## src/rtl/mips_pkg.sv

```systemverilog
// Shared constants for the multi-cycle MIPS controller: opcodes, function
// codes, ALU operation codes, the sequencer state enum and the control bundle.
package mips_pkg;

    localparam logic [5:0] OP_RTYPE = 6'b000000;
    localparam logic [5:0] OP_J     = 6'b000010;
    localparam logic [5:0] OP_JAL   = 6'b000011;
    localparam logic [5:0] OP_BEQ   = 6'b000100;
    localparam logic [5:0] OP_BNE   = 6'b000101;
    localparam logic [5:0] OP_ADDI  = 6'b001000;
    localparam logic [5:0] OP_ADDIU = 6'b001001;
    localparam logic [5:0] OP_SLTI  = 6'b001010;
    localparam logic [5:0] OP_SLTIU = 6'b001011;
    localparam logic [5:0] OP_ANDI  = 6'b001100;
    localparam logic [5:0] OP_ORI   = 6'b001101;
    localparam logic [5:0] OP_XORI  = 6'b001110;
    localparam logic [5:0] OP_LUI   = 6'b001111;
    localparam logic [5:0] OP_LW    = 6'b100011;
    localparam logic [5:0] OP_SW    = 6'b101011;

    localparam logic [5:0] F_SLL  = 6'b000000;
    localparam logic [5:0] F_SRL  = 6'b000010;
    localparam logic [5:0] F_SRA  = 6'b000011;
    localparam logic [5:0] F_SLLV = 6'b000100;
    localparam logic [5:0] F_SRLV = 6'b000110;
    localparam logic [5:0] F_SRAV = 6'b000111;
    localparam logic [5:0] F_JR   = 6'b001000;
    localparam logic [5:0] F_ADD  = 6'b100000;
    localparam logic [5:0] F_ADDU = 6'b100001;
    localparam logic [5:0] F_SUB  = 6'b100010;
    localparam logic [5:0] F_SUBU = 6'b100011;
    localparam logic [5:0] F_AND  = 6'b100100;
    localparam logic [5:0] F_OR   = 6'b100101;
    localparam logic [5:0] F_XOR  = 6'b100110;
    localparam logic [5:0] F_NOR  = 6'b100111;
    localparam logic [5:0] F_SLT  = 6'b101010;
    localparam logic [5:0] F_SLTU = 6'b101011;

    typedef enum logic [3:0] {
        ALU_AND  = 4'd0,  ALU_OR   = 4'd1,  ALU_ADD  = 4'd2,  ALU_SUB  = 4'd3,
        ALU_SLT  = 4'd4,  ALU_NOR  = 4'd5,  ALU_XOR  = 4'd6,  ALU_LUI  = 4'd7,
        ALU_SLL  = 4'd8,  ALU_SRL  = 4'd9,  ALU_SRA  = 4'd10, ALU_SLLV = 4'd11,
        ALU_SRLV = 4'd12, ALU_SRAV = 4'd13
    } alu_op_e;

    typedef enum logic [3:0] {
        S_FETCH  = 4'd0,  S_DECODE = 4'd1,  S_MEM_ADDR = 4'd2, S_MEM_RD = 4'd3,
        S_WB_MEM = 4'd4,  S_MEM_WR = 4'd5,  S_EXEC_R   = 4'd6, S_WB_R   = 4'd7,
        S_EXEC_I = 4'd8,  S_WB_I   = 4'd9,  S_BRANCH   = 4'd10, S_JUMP  = 4'd11,
        S_JR     = 4'd12
    } state_e;

    typedef struct packed {
        logic       mem_read;
        logic       mem_write;
        logic       i_or_d;
        logic       ir_write;
        logic       pc_write;
        logic       reg_write;
        logic [1:0] reg_dst;
        logic       mem_to_reg;
        logic       data_c;
        logic       alu_src_a;
        logic [1:0] alu_src_b;
        alu_op_e    alu_op;
        logic       signed_imm;
        logic [1:0] pc_src;
        logic       illegal;
    } ctrl_t;

endpackage

```

## src/rtl/aluop_decoder.sv

```systemverilog
// Maps (opcode, func) to the ALU operation, immediate extension and a
// validity flag that the sequencer uses to reject undecodable instructions.
module aluop_decoder
    import mips_pkg::*;
(
    input  logic [5:0] opcode,
    input  logic [5:0] func,
    output alu_op_e    alu_op,
    output logic       signed_imm,
    output logic       valid
);

    always_comb begin
        // NOTE: every output gets a default before the case so no path leaves one unassigned (no latch).
        alu_op     = ALU_ADD;
        signed_imm = 1'b0;
        valid      = 1'b1;
        case (opcode)
            OP_RTYPE: begin
                case (func)
                    F_ADD, F_ADDU: alu_op = ALU_ADD;
                    F_SUB, F_SUBU: alu_op = ALU_SUB;
                    F_AND:         alu_op = ALU_AND;
                    F_OR:          alu_op = ALU_OR;
                    F_XOR:         alu_op = ALU_XOR;
                    F_NOR:         alu_op = ALU_NOR;
                    F_SLT, F_SLTU: alu_op = ALU_SLT;
                    F_SLL:         alu_op = ALU_SLL;
                    F_SRL:         alu_op = ALU_SRL;
                    F_SRA:         alu_op = ALU_SRA;
                    F_SLLV:        alu_op = ALU_SLLV;
                    F_SRLV:        alu_op = ALU_SRLV;
                    F_SRAV:        alu_op = ALU_SRAV;
                    F_JR:          alu_op = ALU_ADD;
                    default:       valid  = 1'b0;
                endcase
            end
            OP_ADDI:  begin alu_op = ALU_ADD; signed_imm = 1'b1; end
            OP_ADDIU: alu_op = ALU_ADD;
            OP_SLTI:  begin alu_op = ALU_SLT; signed_imm = 1'b1; end
            OP_SLTIU: alu_op = ALU_SLT;
            OP_ANDI:  alu_op = ALU_AND;
            OP_ORI:   alu_op = ALU_OR;
            OP_XORI:  alu_op = ALU_XOR;
            OP_LUI:   alu_op = ALU_LUI;
            OP_LW, OP_SW: begin alu_op = ALU_ADD; signed_imm = 1'b1; end
            OP_BEQ, OP_BNE: alu_op = ALU_SUB;
            OP_J, OP_JAL:   alu_op = ALU_ADD;
            default: valid = 1'b0;
        endcase
    end

endmodule

```

## src/rtl/multicycle_controller.sv

```systemverilog
// Multi-cycle MIPS sequencer: steps the shared ALU and memory port through
// fetch/decode/execute/memory/write-back and drives every datapath select.
module multicycle_controller
    import mips_pkg::*;
#(
    parameter int ALUOP_W = 4
) (
    input  logic               clk,
    input  logic               rst,
    input  logic [5:0]         opcode,
    input  logic [5:0]         func,
    input  logic               zero,
    input  logic               mem_ready,
    output logic               mem_read,
    output logic               mem_write,
    output logic               i_or_d,
    output logic               ir_write,
    output logic               pc_write,
    output logic               reg_write,
    output logic [1:0]         reg_dst,
    output logic               mem_to_reg,
    output logic               data_c,
    output logic               alu_src_a,
    output logic [1:0]         alu_src_b,
    output logic [ALUOP_W-1:0] alu_op,
    output logic               signed_imm,
    output logic [1:0]         pc_src,
    output logic               illegal,
    output logic [3:0]         state
);

    state_e  state_q;
    alu_op_e dec_op;
    logic    dec_signed;
    logic    dec_valid;
    ctrl_t   ctrl;

    aluop_decoder u_aluop_decoder (
        .opcode     (opcode),
        .func       (func),
        .alu_op     (dec_op),
        .signed_imm (dec_signed),
        .valid      (dec_valid)
    );

    always_ff @(posedge clk) begin
        // NOTE: state registers use non-blocking assignments so every flop sees pre-edge values.
        if (!rst) begin
            state_q <= S_FETCH;
        end else begin
            case (state_q)
                S_FETCH:  if (mem_ready) state_q <= S_DECODE;
                S_DECODE: begin
                    if (!dec_valid) begin
                        state_q <= S_FETCH;
                    end else begin
                        case (opcode)
                            OP_LW, OP_SW:   state_q <= S_MEM_ADDR;
                            OP_RTYPE:       state_q <= (func == F_JR) ? S_JR : S_EXEC_R;
                            OP_BEQ, OP_BNE: state_q <= S_BRANCH;
                            OP_J, OP_JAL:   state_q <= S_JUMP;
                            default:        state_q <= S_EXEC_I;
                        endcase
                    end
                end
                S_MEM_ADDR: state_q <= (opcode == OP_SW) ? S_MEM_WR : S_MEM_RD;
                S_MEM_RD:   if (mem_ready) state_q <= S_WB_MEM;
                S_MEM_WR:   if (mem_ready) state_q <= S_FETCH;
                S_EXEC_R:   state_q <= S_WB_R;
                S_EXEC_I:   state_q <= S_WB_I;
                default:    state_q <= S_FETCH;
            endcase
        end
    end

    // Outputs decode from the state register; a few are Mealy terms, and
    // reset overrides everything so an abandoned request fires nothing.
    always_comb begin
        ctrl = '0;
        case (state_q)
            S_FETCH: begin
                ctrl.mem_read  = 1'b1;
                ctrl.alu_src_b = 2'b01;
                ctrl.alu_op    = ALU_ADD;
                ctrl.ir_write  = mem_ready;
                ctrl.pc_write  = mem_ready;
            end
            S_DECODE: begin
                ctrl.alu_src_b  = 2'b11;
                ctrl.signed_imm = 1'b1;
                ctrl.alu_op     = ALU_ADD;
                ctrl.illegal    = !dec_valid;
            end
            S_MEM_ADDR: begin
                ctrl.alu_src_a  = 1'b1;
                ctrl.alu_src_b  = 2'b10;
                ctrl.signed_imm = 1'b1;
                ctrl.alu_op     = ALU_ADD;
            end
            S_MEM_RD: begin
                ctrl.mem_read = 1'b1;
                ctrl.i_or_d   = 1'b1;
            end
            S_WB_MEM: begin
                ctrl.reg_write  = 1'b1;
                ctrl.mem_to_reg = 1'b1;
            end
            S_MEM_WR: begin
                ctrl.mem_write = 1'b1;
                ctrl.i_or_d    = 1'b1;
            end
            S_EXEC_R: begin
                ctrl.alu_src_a = 1'b1;
                ctrl.alu_op    = dec_op;
            end
            S_WB_R: begin
                ctrl.reg_write = 1'b1;
                ctrl.reg_dst   = 2'b01;
            end
            S_EXEC_I: begin
                ctrl.alu_src_a  = 1'b1;
                ctrl.alu_src_b  = 2'b10;
                ctrl.alu_op     = dec_op;
                ctrl.signed_imm = dec_signed;
            end
            S_WB_I: ctrl.reg_write = 1'b1;
            S_BRANCH: begin
                ctrl.alu_src_a = 1'b1;
                ctrl.alu_op    = ALU_SUB;
                ctrl.pc_src    = 2'b01;
                ctrl.pc_write  = (opcode == OP_BNE) ? !zero : zero;
            end
            S_JUMP: begin
                ctrl.pc_src   = 2'b10;
                ctrl.pc_write = 1'b1;
                if (opcode == OP_JAL) begin
                    ctrl.reg_write = 1'b1;
                    ctrl.reg_dst   = 2'b10;
                    ctrl.data_c    = 1'b1;
                end
            end
            S_JR: begin
                ctrl.pc_src   = 2'b11;
                ctrl.pc_write = 1'b1;
            end
            default: ;
        endcase
        if (!rst) ctrl = '0;
    end

    assign mem_read   = ctrl.mem_read;
    assign mem_write  = ctrl.mem_write;
    assign i_or_d     = ctrl.i_or_d;
    assign ir_write   = ctrl.ir_write;
    assign pc_write   = ctrl.pc_write;
    assign reg_write  = ctrl.reg_write;
    assign reg_dst    = ctrl.reg_dst;
    assign mem_to_reg = ctrl.mem_to_reg;
    assign data_c     = ctrl.data_c;
    assign alu_src_a  = ctrl.alu_src_a;
    assign alu_src_b  = ctrl.alu_src_b;
    assign alu_op     = ALUOP_W'(ctrl.alu_op);
    assign signed_imm = ctrl.signed_imm;
    assign pc_src     = ctrl.pc_src;
    assign illegal    = ctrl.illegal;
    assign state      = rst ? state_q : S_FETCH;

endmodule

```

## config.mk

```make
export PLATFORM = sky130hd
export DESIGN_NAME = multicycle_controller
export DESIGN_NICKNAME = d
export VERILOG_FILES = /design/src/rtl/mips_pkg.sv /design/src/rtl/aluop_decoder.sv /design/src/rtl/multicycle_controller.sv
export SDC_FILE = /design/constraint.sdc
export NUM_CORES = 1
export LEC_CHECK = 0
export BUFFER_PORTS_ARGS = -buffer_cell sky130_fd_sc_hd__buf_4
export CORE_MARGIN = 2
export CORE_UTILIZATION = 49
export DETAILED_ROUTE_END_ITERATION = 6
export PLACE_DENSITY = 0.8
export RECOVER_POWER = 25
export SLEW_MARGIN = 20
export SYNTH_ARGS = -nofsm -noshare
export SYNTH_HDL_FRONTEND = slang
export SYNTH_SLANG_ARGS = --single-unit
```

## constraint.sdc

```tcl
create_clock -name clk -period 1.9 [get_ports clk]
set_clock_uncertainty 0.15 [all_clocks]
set_input_delay 0.19 -clock clk [delete_from_list [all_inputs] [get_ports clk]]
set_output_delay 0.19 -clock clk [all_outputs]
set_load 0.005 [all_outputs]
```

# After elaboration in Yosys (flattened, before gate mapping)
# Cells that the tools add are included.
# W data, S select, Z words.
# word_totals
regBits	4
elab_cells	103
out_inout_bits	25
in_bits	16
# classes
n_reduce_logical	24
n_mux	33
eq_ne	45
# ops
op	n
$eq A6 B6 Y1 const B	12
$pmux W4 S7	2
$eq A6 B4 Y1 const B	9
$pmux W4 S12	1
$eq A6 B3 Y1 const B	5
$eq A6 B2 Y1 const B	4
$mux W4	6
$reduce_or A2 Y1	12
$mux W21	1
$eq A4 B4 Y1 const B	5
$reduce_or A17 Y1	1
$eq A4 B3 Y1 const B	4
$pmux W4 S4	1
$reduce_or A14 Y1	1
$logic_not A6 Y1	2
$mux W1	12
$pmux W2 S3	2
$pmux W4 S3	1
$eq A4 B2 Y1 const B	2
$reduce_or A4 Y1	2
$mux W3	2
$ne A2 B2 Y1 const B	3
$pmux W1 S2	3
$reduce_or A3 Y1	2
6 further kinds	7

# Longest topological paths before layout
# Gate-level depths: netlist of the first run.
# logic_depth
word_depth	7
ltp_mapped	6
ltp_nobuf	5

# By module
# From an unflattened synthesis of the first run, not the netlist that was laid out.
# hier_totals
cells_unflattened	163
hier_area_um2	1056.0
# by_module_without_submodules
mod	area_each_um2	cells_per_inst	seq_area_each_um2	n_inst
multicycle_controller	767.0	118	80.1	1
aluop_decoder	289.0	45	0.0	1

# Least setup slack after synthesis of the first run
# No wires, ideal clock.
# synth_path
kind	input-to-output
from	input port opcode[0]
to	output port alu_op[0]
stages	5
path_buffers	1
slack_ns	0.188
arrival_time_ns	1.372
required_time_ns	1.560
cell_sequence	buf_4 -> nor3_4 -> nand3_2 -> or4_4 -> a221oi_2
# synth_via
elab_chain_len	5
elab_cells_between_ends	14
cone_classes	eq/ne: 8; mux: 3; reduce/logical: 3
# synth_rtl
item	line_no	rtl
start, declared	multicycle_controller.sv:10	input logic [5:0] opcode,
$eq A6 B3 Y1 or $eq A6 B4 Y1 (tied branches)	aluop_decoder.sv:18	case (opcode)
$reduce_or A2 Y1, on equally long branches	n/a	
$pmux W4 S7 (*)	aluop_decoder.sv:18	
$pmux W4 S3 (*)	multicycle_controller.sv:80	case (state_q)
$mux W21 (*)	multicycle_controller.sv:148	if (!rst) ctrl = '0;
end, declared	multicycle_controller.sv:25	output logic [ALUOP_W-1:0] alu_op,
# Mark *: on every way between the ends. The rest lies on a longest branch, timed or not.

# Worst setup path after layout of the first run
# layout_path
from	register state_q[3]
to	output port alu_op[0]
# layout_via
elab_chain_len	4
elab_cells_between_ends	10
cone_classes	eq/ne: 5; mux: 2; reduce/logical: 3
# layout_rtl
item	line_no	rtl
start, declared	multicycle_controller.sv:32	state_e state_q;
start signal, assigned	multicycle_controller.sv:59	OP_RTYPE: state_q <= (func == F_JR) ? S_JR : S_EXEC_R;
start signal, assigned	multicycle_controller.sv:66	S_MEM_ADDR: state_q <= (opcode == OP_SW) ? S_MEM_WR : S_MEM_RD;
$eq A4 B2 Y1, or another cell as far along	multicycle_controller.sv:80	
$reduce_or A3 Y1 (no source line) or $reduce_or A2 Y1 (tied branches)	n/a	
$pmux W4 S3 (*)	multicycle_controller.sv:80	
$mux W21 (*)	multicycle_controller.sv:148	
# Marked as above.

==> results.toml, run 1 <==
[global_route]
antenna_found_initial = 0
grt_usage_pct = 25.46
grt_max_degree = 17
globalRouteMet2Util_pct = 48.25
grt_pass1_vias = 1160
met1_usage_pct = 31.90
globalRouteOverflowTotal = 0
met3_usage_pct = 0
grt_first_pass_wirelength_mm = 5.168
grt_busiest_layer = "met2"

[die]
fp-row-count = 16
start_util_pct = 53.25
die_w_um = 50.64
fp.dieArea_mm2 = 0.002564
core-area_mm2 = 0.002002
pin_count = 41
die_h_um = 50.64

[worst_setup_path]
path_max_fanout = 6
crit_arrival_ps = 1520
reg2reg_slack_ps = 170
r2r.worst_path.cells = 6
startpoint_type = "register"
crit_type = "reg2out"
worstSetupEndpointType = "output port"
r2r_start = "state_q[3]"
r2r-end = "state_q[1]"
cp.required_ps = 1560

[hold_path]
hold_path.class = "in2reg"
min_path_cells = 3
hp-start = "rst"
min_to = "state_q[1]"

[flow_run]
maxCapViolCount = 0

[routing]
wl_per_cell_um = 15.13
drc = 0
drt_iter0_drc = 52
wl_mm = 3.556
drt-pass1-iter-count = 6
drt-vias-per-instance = 6.043
vias = 1420
postRouteAntennaNets = 0

[synth]
ys_seq_area_share_pct = 7.512
yosysUniqueCellTypes = 53
ys.flop_type = "dfxtp_1"
async_reset_ff_share_pct = 0
ys_ff_latch = 4
syn_inst = 156
synthAdderAreaFrac_pct = 0
synth-simple-area-share_pct = 42.14
syn_nets = 172
syn_avg_cell_area_um2 = 6.833
ys_warn_count = 0
yosysTopAreaCell = "dfxtp_1"
synth_top_area_share_pct = 7.512
synth_compound_area_share_pct = 32.75
netlist_area_mm2 = 0.001066
synth_top_family_by_area = "simple AND/OR/NAND/NOR gates"
synthMuxAreaShare_pct = 1.878
synth_edf_count = 0
synth-xor-area-share_pct = 3.286
synth.area.top_cells = "dfxtp_1, nor3_1, nand2_1"

[power_and_ir_drop]
ir_worst_vdd_mv = 0.1880
p_seq_share_pct = 18.3
power_switching_w = 0.0002019
swShare_pct = 40.15
p_clk_share_pct = 21.6
finalPower_w = 0.0005028
powerDensity_mw_per_mm2 = 313.2
combPwrFrac_pct = 60.1
p_int_w = 0.0003009
leakage_nw = 0.7171

[sta]
finalSetupViolCount = 0
min_period_ps = 1860
max_freq_mhz = 537.7
fin_crit_sh_pct = 97.89
slew_viol_final = 0
finalSetupTns_ps = 0
worstMarginPinSlew_ps = 446.5
hold_ws_ps = 232.7
hold_viol = 0
slew_headroom_pct = 69.46

[finish]
nNetsFinal = 226
drive_gt1_share_pct = 47.12
diodes = 0
final_util_pct = 80.19
largest_register_ffs = 4
design_area_mm2 = 0.001605
fillers = 166
max_flop_register = "state_q"
largestRegisters = "state_q: 4 flops"
area_growth_pct = 50.59

[clock_tree]
cts_sinks = 4
cts_tree = "built"
hold_buffers = 0
htreeDepth = 1
cts.path.max_buffers = 2
root_buffer = "clkbuf_4"
path_clk_slew_ps = 40
insertion_delay_ps = 240
cts_made_buffers = 3

[placement]
gp_congestion = 0.9194
hpwl_mm = 2.579
placed_cell_area_mm2 = 0.001433
io_buffers = 40

[run_status]
status = "complete, no violations"
-- worst max-delay path by stage --
stage                from   endpoint  slack [ps]  depth (start not counted)
6_report       state_q[3]  alu_op[0]          40                          5
5_1_grt        state_q[2]   pc_write         -30                          6
4_1_cts        state_q[3]  alu_op[0]           3                          5
3_5_place_dp    opcode[2]  alu_op[0]          20                          6
3_3_place_gp    opcode[2]  alu_op[0]          40                          6
2_1_floorplan   opcode[0]  alu_op[0]         190                          5
-- worst max-delay path, cell delays in order (launching register included) --
cell,delay (ps)
dfxtp_2,370
or2b_4,320
nor2_4,130
a31oi_1,70
a221oi_2,250
buf_4,140
-- stage by stage --
stage,setup slack [ps],std cells
2_1_floorplan,188.4,156
3_3_place_gp,38.05,228
3_5_place_dp,21.73,228
4_1_cts,2.578,231
5_1_grt,-26.81,235
6_report,40.12,235
-- power groups by stage --
stage | Sequential (W) | Combinational (W) | Clock, W
3_5_place_dp | 0.0000935 | 0.000263 | 0
3_3_place_gp | 0.0000931 | 0.000258 | 0
4_1_cts | 0.0000912 | 0.000273 | 0.000106
2_1_floorplan | 0.0000922 | 0.000161 | 0
6_report | 0.0000920 | 0.000302 | 0.000109
5_1_grt | 0.0000924 | 0.000328 | 0.000112
-- layout by cell type, fill, tap and decap left out, drive strengths merged, types with 4 or more instances in the layout --
cell | Yosys | layout
nand3 | 5 | 5
nor3 | 11 | 11
dfxtp | 4 | 4
inv | 10 | 10
a21oi | 8 | 8
nor2 | 15 | 15
nand2b | 4 | 4
buf | 5 | 61
nand2 | 13 | 13
o21ai | 10 | 10
nor2b | 4 | 4
-- cell families after synthesis --
group / count (synthesis)
flops: 4
buf+inv: 22
simple gates: 77
compound gates: 47
xor+xnor: 4
mux: 2
-- final cells by class --
cell class / instances / area [um2] / area share [%]
clock buffers: 3 / 22.52 / 1.403
inverters: 10 / 37.54 / 2.338
multi-input cells: 130 / 963.4 / 60.02
flip-flops and latches: 4 / 86.33 / 5.378
well taps: 27 / 33.78 / 2.104
repair buffers: 61 / 461.7 / 28.76
-- cell usage after synthesis, drive strengths merged (4+ instances only) --
library cell / count
o21ai: 10
nand3: 5
inv: 10
nand2b: 4
nand2: 13
buf: 5
a21oi: 8
nor3: 11
nor2b: 4
clkbuf: 7
nor2: 15
dfxtp: 4
-- per-layer routing --
metal,part of all wire (%),vias up
met5,0,-
met4,1.3,0
met3,7.4,7
li1,-,680
met1,41,646
met2,51,87
-- timing repair --
item / 4_1_cts / 5_1_grt
gates resized for setup: 11 / 21
pin swaps: 1 / 6
buffers inserted: 0 / 4
setup endpoints to repair: 7 / 8
No activity file was read; power rests on OpenSTA's default activity.
==> run 2, diff against run 1 <==
- MAX_ROUTING_LAYER: unset -> met4
- PLACE_DENSITY: 0.8 -> 0.77
==> results.toml, run 2 (synthesis gave the netlist of run 1 again) <==
[die]
start_util_pct = 53.25
pin_count = 41
fp-row-count = 16
die_w_um = 50.64
core-area_mm2 = 0.002002
die_h_um = 50.64
fp.dieArea_mm2 = 0.002564

[finish]
drive_gt1_share_pct = 44.83
largestRegisters = "state_q: 4 flops"
max_flop_register = "state_q"
design_area_mm2 = 0.001564
final_util_pct = 78.13
final_common_cell = "buf_4"
nNetsFinal = 221
diodes = 0
final_cell_mix = "buf_4, nand2_1, nor2_1"
area_growth_pct = 46.71
largest_register_ffs = 4

[clock_tree]
root_buffer = "clkbuf_4"
hold_buffers = 0
cts_tree = "built"
cts_sinks = 4
cts.path.max_buffers = 2
htreeDepth = 1
cts_made_buffers = 3
insertion_delay_ps = 250
path_clk_slew_ps = 40

[power_and_ir_drop]
swShare_pct = 40.26
p_int_w = 0.0002971
power_switching_w = 0.0002002
combPwrFrac_pct = 59.2
ir_worst_vdd_mv = 0.3085
powerDensity_mw_per_mm2 = 318.0
p_seq_share_pct = 18.2
p_clk_share_pct = 22.7
leakage_nw = 0.6888

[worst_setup_path]
reg2reg_slack_ps = 230
startpoint_type = "register"
crit_type = "reg2out"
crit_end = "alu_op[2]"
worstSetupEndpointType = "output port"
crit_path_start = "state_q[1]"
r2r_start = "state_q[0]"
r2r-end = "state_q[3]"
path_max_fanout = 6
cp.required_ps = 1560
crit_arrival_ps = 1560
r2r.worst_path.cells = 6

[sta]
hold_viol = 0
min_period_ps = 1898
slew_viol_final = 0
fin_crit_sh_pct = 99.87
worstMarginPinSlew_ps = 465.1
finalSetupViolCount = 0
finalSetupTns_ps = 0
slew_headroom_pct = 68.19
setup_slack_ps = 2.404
max_freq_mhz = 527.0

[routing]
vias = 1356
postRouteAntennaNets = 0
drt_iter0_drc = 57
drt-pass1-iter-count = 4
wl_mm = 3.333
wl_per_cell_um = 14.49
drc = 0
drt-vias-per-instance = 5.896

[global_route]
grt_pass1_vias = 1180
globalRouteOverflowTotal = 0
grt_first_pass_wirelength_mm = 5.133
antenna_found_initial = 0
grt_max_degree = 17
grt_usage_pct = 26.34

[placement]
gp_congestion = 0.9014
io_buffers = 40
placed_cell_area_mm2 = 0.001418
dpl_worst_slack_ps = 15.10
hpwl_mm = 2.506

[hold_path]
hold_path.class = "in2reg"

[run_status]
status = "complete, no violations"

[flow_run]
maxCapViolCount = 0
## run 2: area by class of cell
cell class	count	area [um2]
clock buffer	3	22.52
fill	165	437.9
inverter	10	37.54
multi-input combinational	130	949.7
sequential	4	88.84
tap	27	33.78
timing repair buffer	56	431.7
## run 2: repair_timing
action                     in CTS  in global routing
pin swaps                       0                  8
setup endpoints to repair       6                  8
buffers inserted                0                  1
resized for setup               7                 24
cloned                          0                  0
## run 2: worst min path at each step
stage | start | end | slack (ps) | cells after the start
after floorplan | opcode[1] | state_q[2] | 250 | 3
after global placement | rst | state_q[1] | 470 | 3
after detailed placement | rst | state_q[1] | 460 | 3
after CTS | rst | state_q[1] | 220 | 3
after global routing | rst | state_q[1] | 250 | 3
final | rst | state_q[1] | 210 | 3
## run 2: routing by layer
layer  vias up  track usage [%]  share of wire (%)
met5         -                -                  0
met4         0            7.658                1.1
met3         6            2.679                8.8
met2        79            47.15                 50
met1       606            31.00                 40
li1        665                -                  -
## run 2: power groups by stage
stage	Clock, W	Combinational (W)	Sequential [W]
after floorplan	0	0.000161	0.0000922
after global placement	0	0.000258	0.0000929
after detailed placement	0	0.000263	0.0000931
after CTS	0.000109	0.000268	0.0000918
after global routing	0.000116	0.000323	0.0000907
final	0.000113	0.000294	0.0000903
## run 2: critical path: stages, from the launching register on
cell and delay (ps):
dfxtp_4 390, and2b_2 200, nand2_1 120, inv_2 120, o21bai_4 90, a2111oi_2 220
buf_4 170
## run 2: stage by stage
stage	cells	power [W]	hold slack, ps
finish	230	0.0004973	211.5
global route	230	0.0005296	247.8
CTS	229	0.0004693	216.1
detailed placement	226	0.0003558	463.5
global placement	226	0.0003512	467.2
floorplan	156	0.0002533	251.5
